[config.mk]
export PLATFORM = sky130hd
export DESIGN_NAME = br_hazard_ctrl_flat
export DESIGN_NICKNAME = d
export VERILOG_FILES = /design/src/rtl/br_hazard_ctrl_pkg.sv /design/src/rtl/br_hazard_ctrl_if.sv /design/src/rtl/br_hazard_ctrl_operand_hazard.sv /design/src/rtl/br_hazard_ctrl.sv /design/src/flat_wrapper.sv
export SDC_FILE = /design/constraint.sdc
export NUM_CORES = 1
export LEC_CHECK = 0
export BUFFER_PORTS_ARGS = -buffer_cell sky130_fd_sc_hd__buf_2
export CAP_MARGIN = 0
export CORE_MARGIN = 3
export CORE_UTILIZATION = 35
export CTS_BUF_LIST = sky130_fd_sc_hd__clkbuf_8
export DETAILED_ROUTE_END_ITERATION = 12
export PLACE_DENSITY_LB_ADDON = 0.1
export SYNTH_ARGS = -nofsm -noshare
export SYNTH_HDL_FRONTEND = slang
export SYNTH_SLANG_ARGS = --single-unit
[constraint.sdc]
create_clock -name clk -period 5.14 [get_ports clk]
set_input_delay 0.771 -clock clk [delete_from_list [all_inputs] [get_ports clk]]
set_output_delay 0.771 -clock clk [all_outputs]
set_load 0.01 [all_outputs]
[src/rtl/br_hazard_ctrl_pkg.sv]
// Shared definitions for the branch hazard controller.
//   - br_state_e : controller FSM state codes (RUN / STALL / HOLD)
//   - STALL_*    : bubble counts required per producer type
//   - REG_ZERO   : hard-wired zero register index (never a hazard source)
//   - max_stall  : larger of two stall requirements
package br_hazard_ctrl_pkg;

  typedef enum logic [1:0] {
    ST_RUN   = 2'd0,
    ST_STALL = 2'd1,
    ST_HOLD  = 2'd2
  } br_state_e;

  localparam logic [1:0] STALL_EX_LOAD  = 2'd2;
  localparam logic [1:0] STALL_EX_ALU   = 2'd1;
  localparam logic [1:0] STALL_MEM_LOAD = 2'd1;

  localparam int unsigned REG_ZERO = 0;

  function automatic logic [1:0] max_stall(input logic [1:0] a, input logic [1:0] b);
    return (a > b) ? a : b;
  endfunction

endpackage

[src/rtl/br_hazard_ctrl_if.sv]
// Bundle between the branch hazard controller and its neighbours
// (ID stage / branch judge, EX and MEM writer info, PC/fetch).
//   master : pipeline side, drives ID/EX/MEM info and fetch_ready,
//            receives stall/bubble/redirect controls.
//   slave  : br_hazard_ctrl side.
// Parameters: AW = PC/target width, RW = register-index width.
interface br_hazard_ctrl_if #(
  parameter int AW = 32,
  parameter int RW = 5
);
  // ID stage / branch judge
  logic          id_valid;
  logic          id_is_br;
  logic          id_br_flag;
  logic [AW-1:0] id_br_addr;
  logic          id_use_rs;
  logic          id_use_rt;
  logic [RW-1:0] id_rs;
  logic [RW-1:0] id_rt;
  // older instructions still in flight
  logic          ex_wr;
  logic          ex_load;
  logic [RW-1:0] ex_rd;
  logic          mem_wr;
  logic          mem_load;
  logic [RW-1:0] mem_rd;
  // fetch handshake
  logic          fetch_ready;
  // controls back to the pipeline
  logic          pc_stall;
  logic          ifid_stall;
  logic          idex_bubble;
  logic          redir_valid;
  logic [AW-1:0] redir_addr;
  logic          br_busy;

  modport master (
    output id_valid, id_is_br, id_br_flag, id_br_addr, id_use_rs, id_use_rt,
           id_rs, id_rt, ex_wr, ex_load, ex_rd, mem_wr, mem_load, mem_rd,
           fetch_ready,
    input  pc_stall, ifid_stall, idex_bubble, redir_valid, redir_addr, br_busy
  );

  modport slave (
    input  id_valid, id_is_br, id_br_flag, id_br_addr, id_use_rs, id_use_rt,
           id_rs, id_rt, ex_wr, ex_load, ex_rd, mem_wr, mem_load, mem_rd,
           fetch_ready,
    output pc_stall, ifid_stall, idex_bubble, redir_valid, redir_addr, br_busy
  );

endinterface

[src/rtl/br_hazard_ctrl_operand_hazard.sv]
// br_operand_hazard: combinational stall-count evaluation for the branch
// operands read in ID.
// Ports:
//   use_rs/use_rt, rs/rt         : which sources the branch reads, and their indices
//   ex_wr/ex_load/ex_rd          : EX-stage writer (load or ALU)
//   mem_wr/mem_load/mem_rd       : MEM-stage writer (load or ALU)
//   stall_n                      : bubbles needed before the compare is safe (0..2)
// A MEM-stage ALU result is forwarded into the ID compare, so only a MEM
// load costs a bubble there. The requirement is the max over rs and rt.
module br_operand_hazard
  import br_hazard_ctrl_pkg::*;
#(
  parameter int RW = 5
) (
  input  logic          use_rs,
  input  logic          use_rt,
  input  logic [RW-1:0] rs,
  input  logic [RW-1:0] rt,
  input  logic          ex_wr,
  input  logic          ex_load,
  input  logic [RW-1:0] ex_rd,
  input  logic          mem_wr,
  input  logic          mem_load,
  input  logic [RW-1:0] mem_rd,
  output logic [1:0]    stall_n
);

  function automatic logic [1:0] src_need(
    input logic          use_src,
    input logic [RW-1:0] idx,
    input logic          exw,
    input logic          exl,
    input logic [RW-1:0] exd,
    input logic          mw,
    input logic          ml,
    input logic [RW-1:0] md
  );
    logic [1:0] ex_n;
    logic [1:0] mem_n;
    ex_n  = 2'd0;
    mem_n = 2'd0;
    if (use_src && (idx != RW'(REG_ZERO))) begin
      // a load always writes its destination, even if the write bit is not echoed
      if ((exw | exl) && (exd == idx)) begin
        ex_n = exl ? STALL_EX_LOAD : STALL_EX_ALU;
      end
      if ((mw | ml) && ml && (md == idx)) begin
        mem_n = STALL_MEM_LOAD;
      end
    end
    return max_stall(ex_n, mem_n);
  endfunction

  logic [1:0] rs_n;
  logic [1:0] rt_n;

  always_comb begin
    rs_n    = src_need(use_rs, rs, ex_wr, ex_load, ex_rd, mem_wr, mem_load, mem_rd);
    rt_n    = src_need(use_rt, rt, ex_wr, ex_load, ex_rd, mem_wr, mem_load, mem_rd);
    stall_n = max_stall(rs_n, rt_n);
  end

endmodule

[src/rtl/br_hazard_ctrl.sv]
// br_hazard_ctrl: ID-stage branch sequencing.
//   Detects operand hazards on a branch in ID, stalls PC and IF/ID while
//   injecting ID/EX bubbles for the required number of cycles, then issues
//   the PC redirect. A redirect that fetch cannot take immediately is held
//   in a target register (HOLD) until fetch_ready.
// Ports:
//   clk, rst      : clock, synchronous active-high reset
//   bus (slave)   : ID/EX/MEM info and fetch_ready in;
//                   pc_stall, ifid_stall, idex_bubble, redir_valid,
//                   redir_addr, br_busy out
//   stat_br/stat_taken/stat_stall (BR_STAT_EN only): branches resolved,
//                   redirects accepted, cycles with pc_stall high
// Configuration macro: BR_STAT_EN enables the statistic counters and ports.
module br_hazard_ctrl
  import br_hazard_ctrl_pkg::*;
#(
  parameter int AW = 32,
  parameter int RW = 5
`ifdef BR_STAT_EN
  ,
  parameter int STAT_W = 32
`endif
) (
  input  logic clk,
  input  logic rst,
  br_hazard_ctrl_if.slave bus
`ifdef BR_STAT_EN
  ,
  output logic [STAT_W-1:0] stat_br,
  output logic [STAT_W-1:0] stat_taken,
  output logic [STAT_W-1:0] stat_stall
`endif
);

  br_state_e     state;
  logic [1:0]    stall_cnt;
  logic [AW-1:0] tgt_q;
  logic          rst_q;

  logic          blk;
  logic          br_req;
  logic [1:0]    need;
  logic          resolve;

  logic          pc_stall;
  logic          ifid_stall;
  logic          idex_bubble;
  logic          redir_valid;
  logic [AW-1:0] redir_addr;

  br_operand_hazard #(.RW(RW)) u_hazard (
    .use_rs   (bus.id_use_rs),
    .use_rt   (bus.id_use_rt),
    .rs       (bus.id_rs),
    .rt       (bus.id_rt),
    .ex_wr    (bus.ex_wr),
    .ex_load  (bus.ex_load),
    .ex_rd    (bus.ex_rd),
    .mem_wr   (bus.mem_wr),
    .mem_load (bus.mem_load),
    .mem_rd   (bus.mem_rd),
    .stall_n  (need)
  );

  // Outputs stay quiet in the reset cycle and the one after it, so the
  // pipeline sees a clean start even if ID already presents a branch.
  assign blk     = rst | rst_q;
  assign br_req  = bus.id_valid & bus.id_is_br;
  assign resolve = !blk && (state == ST_RUN) && br_req && (need == 2'd0);

  always_comb begin
    pc_stall    = 1'b0;
    ifid_stall  = 1'b0;
    idex_bubble = 1'b0;
    redir_valid = 1'b0;
    redir_addr  = '0;
    if (!blk) begin
      case (state)
        ST_RUN: begin
          if (br_req) begin
            if (need != 2'd0) begin
              pc_stall    = 1'b1;
              ifid_stall  = 1'b1;
              idex_bubble = 1'b1;
            end else if (bus.id_br_flag) begin
              // redirect in the resolve cycle; the delay slot already in IF proceeds
              redir_valid = 1'b1;
              redir_addr  = bus.id_br_addr;
              pc_stall    = !bus.fetch_ready;
            end
          end
        end
        ST_STALL: begin
          pc_stall    = 1'b1;
          ifid_stall  = 1'b1;
          idex_bubble = 1'b1;
        end
        ST_HOLD: begin
          redir_valid = 1'b1;
          redir_addr  = tgt_q;
          pc_stall    = 1'b1;
        end
        default: ;
      endcase
    end
  end

  assign bus.pc_stall    = pc_stall;
  assign bus.ifid_stall  = ifid_stall;
  assign bus.idex_bubble = idex_bubble;
  assign bus.redir_valid = redir_valid;
  assign bus.redir_addr  = redir_addr;
  assign bus.br_busy     = !rst && (state != ST_RUN);

  // Stall count is latched on entry; hazard inputs are not re-examined in
  // STALL. The ID instruction during HOLD is a delay-slot branch and is ignored.
  always_ff @(posedge clk) begin
    if (rst) begin
      state     <= ST_RUN;
      stall_cnt <= 2'd0;
      tgt_q     <= '0;
      rst_q     <= 1'b1;
    end else begin
      rst_q <= 1'b0;
      if (!rst_q) begin
        case (state)
          ST_RUN: begin
            if (br_req) begin
              if (need != 2'd0) begin
                stall_cnt <= need - 2'd1;
                state     <= (need > 2'd1) ? ST_STALL : ST_RUN;
              end else if (bus.id_br_flag && !bus.fetch_ready) begin
                tgt_q <= bus.id_br_addr;
                state <= ST_HOLD;
              end
            end
          end
          ST_STALL: begin
            if (stall_cnt != 2'd0) stall_cnt <= stall_cnt - 2'd1;
            if (stall_cnt <= 2'd1) state <= ST_RUN;
          end
          ST_HOLD: begin
            if (bus.fetch_ready) state <= ST_RUN;
          end
          default: state <= ST_RUN;
        endcase
      end
    end
  end

`ifdef BR_STAT_EN
  always_ff @(posedge clk) begin
    if (rst) begin
      stat_br    <= '0;
      stat_taken <= '0;
      stat_stall <= '0;
    end else begin
      if (resolve)                    stat_br    <= stat_br + 1'b1;
      if (redir_valid && bus.fetch_ready) stat_taken <= stat_taken + 1'b1;
      if (pc_stall)                   stat_stall <= stat_stall + 1'b1;
    end
  end
`endif

endmodule
[src/flat_wrapper.sv]
// flat-port wrapper written by rule: the top's interface ports become plain ports
module br_hazard_ctrl_flat import br_hazard_ctrl_pkg::*;
#(
  parameter int AW = 32,
  parameter int RW = 5

)
  (clk, rst, bus_id_valid, bus_id_is_br, bus_id_br_flag, bus_id_br_addr, bus_id_use_rs, bus_id_use_rt, bus_id_rs, bus_id_rt, bus_ex_wr, bus_ex_load, bus_ex_rd, bus_mem_wr, bus_mem_load, bus_mem_rd, bus_fetch_ready, bus_pc_stall, bus_ifid_stall, bus_idex_bubble, bus_redir_valid, bus_redir_addr, bus_br_busy);
  br_hazard_ctrl_if #(.AW(AW), .RW(RW)) bus_i ();
  input  logic clk;
  input  logic rst;
  input wire logic [$bits(bus_i.id_valid)-1:0] bus_id_valid;
  input wire logic [$bits(bus_i.id_is_br)-1:0] bus_id_is_br;
  input wire logic [$bits(bus_i.id_br_flag)-1:0] bus_id_br_flag;
  input wire logic [$bits(bus_i.id_br_addr)-1:0] bus_id_br_addr;
  input wire logic [$bits(bus_i.id_use_rs)-1:0] bus_id_use_rs;
  input wire logic [$bits(bus_i.id_use_rt)-1:0] bus_id_use_rt;
  input wire logic [$bits(bus_i.id_rs)-1:0] bus_id_rs;
  input wire logic [$bits(bus_i.id_rt)-1:0] bus_id_rt;
  input wire logic [$bits(bus_i.ex_wr)-1:0] bus_ex_wr;
  input wire logic [$bits(bus_i.ex_load)-1:0] bus_ex_load;
  input wire logic [$bits(bus_i.ex_rd)-1:0] bus_ex_rd;
  input wire logic [$bits(bus_i.mem_wr)-1:0] bus_mem_wr;
  input wire logic [$bits(bus_i.mem_load)-1:0] bus_mem_load;
  input wire logic [$bits(bus_i.mem_rd)-1:0] bus_mem_rd;
  input wire logic [$bits(bus_i.fetch_ready)-1:0] bus_fetch_ready;
  output wire logic [$bits(bus_i.pc_stall)-1:0] bus_pc_stall;
  output wire logic [$bits(bus_i.ifid_stall)-1:0] bus_ifid_stall;
  output wire logic [$bits(bus_i.idex_bubble)-1:0] bus_idex_bubble;
  output wire logic [$bits(bus_i.redir_valid)-1:0] bus_redir_valid;
  output wire logic [$bits(bus_i.redir_addr)-1:0] bus_redir_addr;
  output wire logic [$bits(bus_i.br_busy)-1:0] bus_br_busy;
  assign bus_i.id_valid = bus_id_valid;
  assign bus_i.id_is_br = bus_id_is_br;
  assign bus_i.id_br_flag = bus_id_br_flag;
  assign bus_i.id_br_addr = bus_id_br_addr;
  assign bus_i.id_use_rs = bus_id_use_rs;
  assign bus_i.id_use_rt = bus_id_use_rt;
  assign bus_i.id_rs = bus_id_rs;
  assign bus_i.id_rt = bus_id_rt;
  assign bus_i.ex_wr = bus_ex_wr;
  assign bus_i.ex_load = bus_ex_load;
  assign bus_i.ex_rd = bus_ex_rd;
  assign bus_i.mem_wr = bus_mem_wr;
  assign bus_i.mem_load = bus_mem_load;
  assign bus_i.mem_rd = bus_mem_rd;
  assign bus_i.fetch_ready = bus_fetch_ready;
  assign bus_pc_stall = bus_i.pc_stall;
  assign bus_ifid_stall = bus_i.ifid_stall;
  assign bus_idex_bubble = bus_i.idex_bubble;
  assign bus_redir_valid = bus_i.redir_valid;
  assign bus_redir_addr = bus_i.redir_addr;
  assign bus_br_busy = bus_i.br_busy;
  br_hazard_ctrl #(.AW(AW), .RW(RW)) u_core (.clk(clk), .rst(rst), .bus(bus_i));
endmodule
Word-level counts from Yosys, hierarchy flattened
Index checks and enable logic that the tools add are counted.
{"block": "classes", "n_eq_ne": 12, "reduce_logical": 22, "muxes": 43, "addsub": 2, "magnitude_cmp": 5, "bitwise": 6}
{"cell": "32-bit two-way mux", "count": 4}
{"cell": "32-bit one-hot mux with 2 select lines", "count": 1}
{"cell": "2-bit two-way mux", "count": 16}
{"cell": "5-bit equality test", "count": 4}
{"cell": "1-bit two-way mux", "count": 17}
{"cell": "5-bit AND reduction", "count": 3}
{"cell": "5-bit nonzero test", "count": 2}
{"cell": "1-bit logical AND", "count": 9}
{"cell": "2-bit nonzero test", "count": 4}
{"cell": "2-bit > comparator", "count": 3}
{"cell": "2-bit by 1-bit inequality test with 1-bit output, second input constant", "count": 3}
{"cell": "1-bit one-hot mux with 2 select lines", "count": 3}
{"cell": "2-bit one-hot mux with 3 select lines", "count": 1}
{"cell": "2-bit inequality test, second input constant", "count": 2}
{"cell": "2-bit one-hot mux with 2 select lines", "count": 1}
{"cell": "2-bit by 1-bit subtractor with 2-bit output, second input constant", "count": 2}
{"cell": "3-bit inequality test, second input constant", "count": 1}
{"cell": "1-bit bitwise OR", "count": 3}
{"cell": "2-bit by 1-bit equality test with 1-bit output, second input constant", "count": 1}
{"cell": "2-bit equality test, second input constant", "count": 1}
{"cell": "2-bit by 1-bit > comparator with 1-bit output, second input constant", "count": 1}
{"cell": "2-bit by 1-bit less-or-equal comparator with 1-bit output, second input constant", "count": 1}
{"cell": "1-bit zero test", "count": 2}
{"cell": "2-bit zero test", "count": 1}
{"cell": "3 further kinds", "count": 4}
{"block": "word_totals", "elab_cells": 94, "reg_bits": 37, "out_inout_bits": 37}

Depth between registers and ports, before layout
{"block": "logic_depth", "depth_word": 14, "depth_mapped": 22, "mapped_depth_nobuf": 20}

Modules after synthesis
Synthesis repeated with hierarchy kept, for this count alone.
{"block": "hier_totals", "cells_unflattened": 339, "hier_area_um2": 2491.1}
{"module": "br_hazard_ctrl", "cells_each": 280, "area_per_inst_um2": 2033.2, "instances": 1}
{"module": "br_operand_hazard", "cells_each": 59, "area_per_inst_um2": 457.9, "instances": 1}

Worst setup path after synthesis
No wires, ideal clock.
{"block": "synth_path", "kind": "in2out", "from": "input bus_id_rs[1]", "to": "output bus_redir_addr[22]", "slack_ns": -0.232, "required_time_ns": 4.369, "arrival_ns": 4.601, "cell_stages": 20, "n_path_buf": 2, "cell_sequence": "or4_1 -> o21ai_2 -> nand4b_1 -> inv_1 -> ha_1 -> nor2_1 -> nand2_1 -> or4_2 -> o31ai_4 -> inv_1 -> ha_1 -> nand2_1 -> o21ai_0 -> mux2i_1 -> ha_1 -> and3_1 -> buf_2 -> buf_2 -> a22oi_1 -> nor2_1"}
{"block": "synth_between", "elab_chain_cells": 13}
{"item": "start: declaration", "line": "flat_wrapper.sv:18", "rtl": "input wire logic [$bits(bus_i.id_rs)-1:0] bus_id_rs;"}
{"item": "5-bit equality test, on equally long branches", "line": "br_hazard_ctrl_operand_hazard.sv:44, br_hazard_ctrl_operand_hazard.sv:47"}
{"item": "1-bit logical AND, on equally long branches", "line": "br_hazard_ctrl_operand_hazard.sv:44, br_hazard_ctrl_operand_hazard.sv:47"}
{"item": "2-bit two-way mux or 1-bit two-way mux (tied branches)", "line": "br_hazard_ctrl_operand_hazard.sv:44, br_hazard_ctrl_operand_hazard.sv:47"}
{"item": "2-bit two-way mux or 1-bit two-way mux (tied branches)", "line": "br_hazard_ctrl_operand_hazard.sv:42", "rtl": "if (use_src && (idx != RW'(REG_ZERO))) begin"}
{"item": "2-bit > comparator", "line": "br_hazard_ctrl_pkg.sv:21", "rtl": "return (a > b) ? a : b;"}
{"item": "2-bit two-way mux (*)", "line": "br_hazard_ctrl_pkg.sv:21"}
{"item": "2-bit > comparator", "line": "br_hazard_ctrl_pkg.sv:21"}
{"item": "2-bit two-way mux (*)", "line": "br_hazard_ctrl_pkg.sv:21"}
{"item": "2-bit nonzero test (*)", "line": "br_hazard_ctrl.sv:81", "rtl": "if (need != 2'd0) begin"}
{"item": "32-bit two-way mux (*)", "line": "br_hazard_ctrl.sv:81"}
{"item": "32-bit two-way mux (*)", "line": "br_hazard_ctrl.sv:80", "rtl": "if (br_req) begin"}
{"item": "32-bit one-hot mux with 2 select lines (*)", "line": "br_hazard_ctrl.sv:78", "rtl": "case (state)"}
{"item": "32-bit two-way mux (*)", "line": "br_hazard_ctrl.sv:77", "rtl": "if (!blk) begin"}
{"item": "end: declaration", "line": "flat_wrapper.sv:31", "rtl": "output wire logic [$bits(bus_i.redir_addr)-1:0] bus_redir_addr;"}
Every way passes the cells marked *; elsewhere a longest branch is shown, timed or not.

Final worst setup path
{"block": "layout_path", "from": "input bus_id_rs[1]", "to": "output bus_redir_addr[5]"}
The elaborated chain is that of the path after synthesis.

==> metrics <==
DR iter-0 viols=108; reg2reg setup slack=around 2.9 ns; Die Y-Extent=90.2 um; Post-synth EDFFs=0; library cells used by synthesis=39; Final HPWL DP=5000 um; largest family of logic cells by synthesized area=simple AND/OR/NAND/NOR gates; Final Util=roughly 52%; worst skew pair latency=0.28 ns; sequential cell area fraction in the yosys report=between 20 and 30%; CTS clock-pin slew for the worst setup and hold paths=approximately 0.070 ns; Post-Synthesis Cells=338; Max Slew Vio Count=0; DRC viols=0; Syn-to-layout area delta=43.2%; layout cells sized above 1=a little under two fifths; TritonCTS Buffers=5; actual slew at the worst max-slew pin=between 0.8 and 0.9 ns; Leak=0.00151 uW; row cnt=30; DR vias=~2.7k; Port Buf Inserts=99; routability cong.=~0.8; final WL=between 7000 and 8000 um; H-tree Lvls=2; Top-Level Pins=101; Post-Syn Area=~2500 um2; TritonRoute pass-1 iters=4; Peak VDD IR=between 80 and 90 uV; Arrival @ worst endpoint=approximately 4.3 ns; die width=~90 um; Total GRT Usage=between 10% and 20%; Final Skew=between 0.006 and 0.007 ns; number of synthesized register bits=37; hold buffer count at CTS=0; Final nets=roughly 540; Post-Synth XOR/XNOR Area=slightly above 7%; Synth area leaders=dfxtp_1, nand2_1, a22oi_1; WL/cell=around 13 um; RSZ-0062 raised after global routing=true; pin count of the biggest net entering global routing=43; Synth Area in Compound Gates=between 20% and 30%; vias per cell=between 4 and 5; Die ar.=8140 um2; Synth top area share=29.8%; Post-synth top cells=nand2_1, nor2_1, dfxtp_1; global route total overflow=0; Slew headroom=a little under half; synth warn=0; Mapped Avg Cell Area=7.34 um2; CTS tree=done; Required @ worst endpoint=roughly 4.4 ns; first-pass GRT wire length=approximately 12,000 um; syn nets=415; Crit. End Element=output pin; setup TNS=0 ns; Max Buffers Root-to-Sink=2; vias in the first global route=2,562; core box area=around 7000 um2; Post-synth top flop=dfxtp_1; Tmin final=a little over 5 ns; most frequent cell after synthesis=nand2_1; crit path kind=input pin to output pin; post-synthesis adder-cell area fraction=between 6 and 7%; Sink Count=37; cell taking the most area after synthesis=dfxtp_1; f_max=roughly 200 MHz; final non-filler cell total=around 560; Root Driver=clkbuf_8; initial antenna violation count=0; status=finished, final reports clean; initial core utilization=a little over a third; Final Hold Viols=0; Max Cap Viol=0; post-synthesis mux area share=under 10%; PwrDens=approximately 180 nW/um2; Final setup viols=0; simple-gate share of the synthesized area=between 20% and 30%; Final Cycle Share=approximately 100%; diodes inserted=0; Hold WC Path Type=register to register; Final ANT Viol Nets=0; crit path launch type=input pin; share of flip-flops with an asynchronous set or reset=0%; CP max FO=10; post-placement cell count=542
-- routing by layer --
metal  GRT usage (%)  vias to the layer above  wire, um
met5               0                        -         0
met4            4.21                        0        36
met3            3.93                        4       383
met1            21.3                     1227      3180
li1                -                     1392         -
met2            29.2                       68      3460
-- flip-flops by register name, summed over array words and instances, names as in the netlist --
signal and count:
u_core.stall_cnt 2, u_core.state 2, u_core.rst_q 1, u_core.tgt_q 32
-- cell families after synthesis --
group,Yosys count
muxes,5
adders and majority gates,13
DFF,37
buffers and inverters,37
and+or+nand+nor,146
xor gates and xnor gates,20
AOI/OAI and AO/OA,80
-- worst max-delay path, cell delays in order --
cell	delay (ns)
buf_6	0.09
or4_4	0.53
o21ai_4	0.15
buf_6	0.12
nor3_2	0.03
nand2_1	0.10
ha_4	0.22
nor2_4	0.08
nand2_1	0.05
or4_4	0.43
o31ai_4	0.08
inv_2	0.07
ha_4	0.26
nand2_2	0.05
o21ai_2	0.07
mux2i_1	0.21
ha_2	0.21
and3_4	0.28
clkbuf_16	0.18
a22oi_1	0.06
nor2_1	0.11
buf_2	0.14
-- timing repair --
action,4_1_cts,5_1_grt
gates resized for setup,8,17
setup endpoints to repair,32,36
pin swaps,0,7
cloned,0,2
buffers inserted,0,5
-- area by class of cell --
| type | instances | area (um2) |
|---|---|---|
| Timing Repair Buffer | 139 | 880 |
| Sequential cell | 37 | 741 |
| Tap cell | 96 | 120 |
| Multi-Input combinational cell | 264 | 1680 |
| Fill cell | 690 | 3280 |
| Clock inverter | 1 | 3.75 |
| Clock buffer | 6 | 82.6 |
| Inverter | 13 | 48.8 |
-- power by group --
part / leakage, uW / total [uW] / internal (uW) / switching, uW
registers: 0.000299 / 294 / 291 / 2.95
logic: 0.00117 / 139 / 66.8 / 71.9
clock network: 0.0000485 / 203 / 104 / 98.5
-- through the flow --
stage	worst slack [ns]	instance area [um2]	hold slack, ns	power [uW]
2_1_floorplan	0.0885	2520	0.437	364
3_3_place_gp	-0.161	3260	0.442	427
3_5_place_dp	-0.138	3260	0.447	428
4_1_cts	0.00799	3380	0.457	634
5_1_grt	-0.144	3550	0.475	672
6_report	0.0455	3550	0.455	636
-- cells in the final DEF, fill, tap and decap left out, types with 5 or more instances in the layout --
cell      Yosys  layout
buf_2         5      97
nand2_1      74      73
nor2_1       45      43
dfxtp_1      37      37
a21oi_1      36      36
buf_4         2      33
a22oi_1      32      31
inv_1        13      13
xnor2_1      12      12
ha_1         13       9
xor2_1        8       8
clkbuf_8      0       6
buf_6         3       5
-- final timing paths --
check                                             startpoint                             to  cells past startpoint
worst max-delay path                            bus_id_rs[1]              bus_redir_addr[5]                     22
worst min-delay path            u_core.tgt_q[6]$_SDFFE_PP0P_   u_core.tgt_q[6]$_SDFFE_PP0P_                      2
worst max register to register  u_core.state[0]$_SDFFE_PP0P_  u_core.tgt_q[22]$_SDFFE_PP0P_                     10
worst min register to register  u_core.tgt_q[6]$_SDFFE_PP0P_   u_core.tgt_q[6]$_SDFFE_PP0P_                      2
No activity file was read; power rests on OpenSTA's default activity.
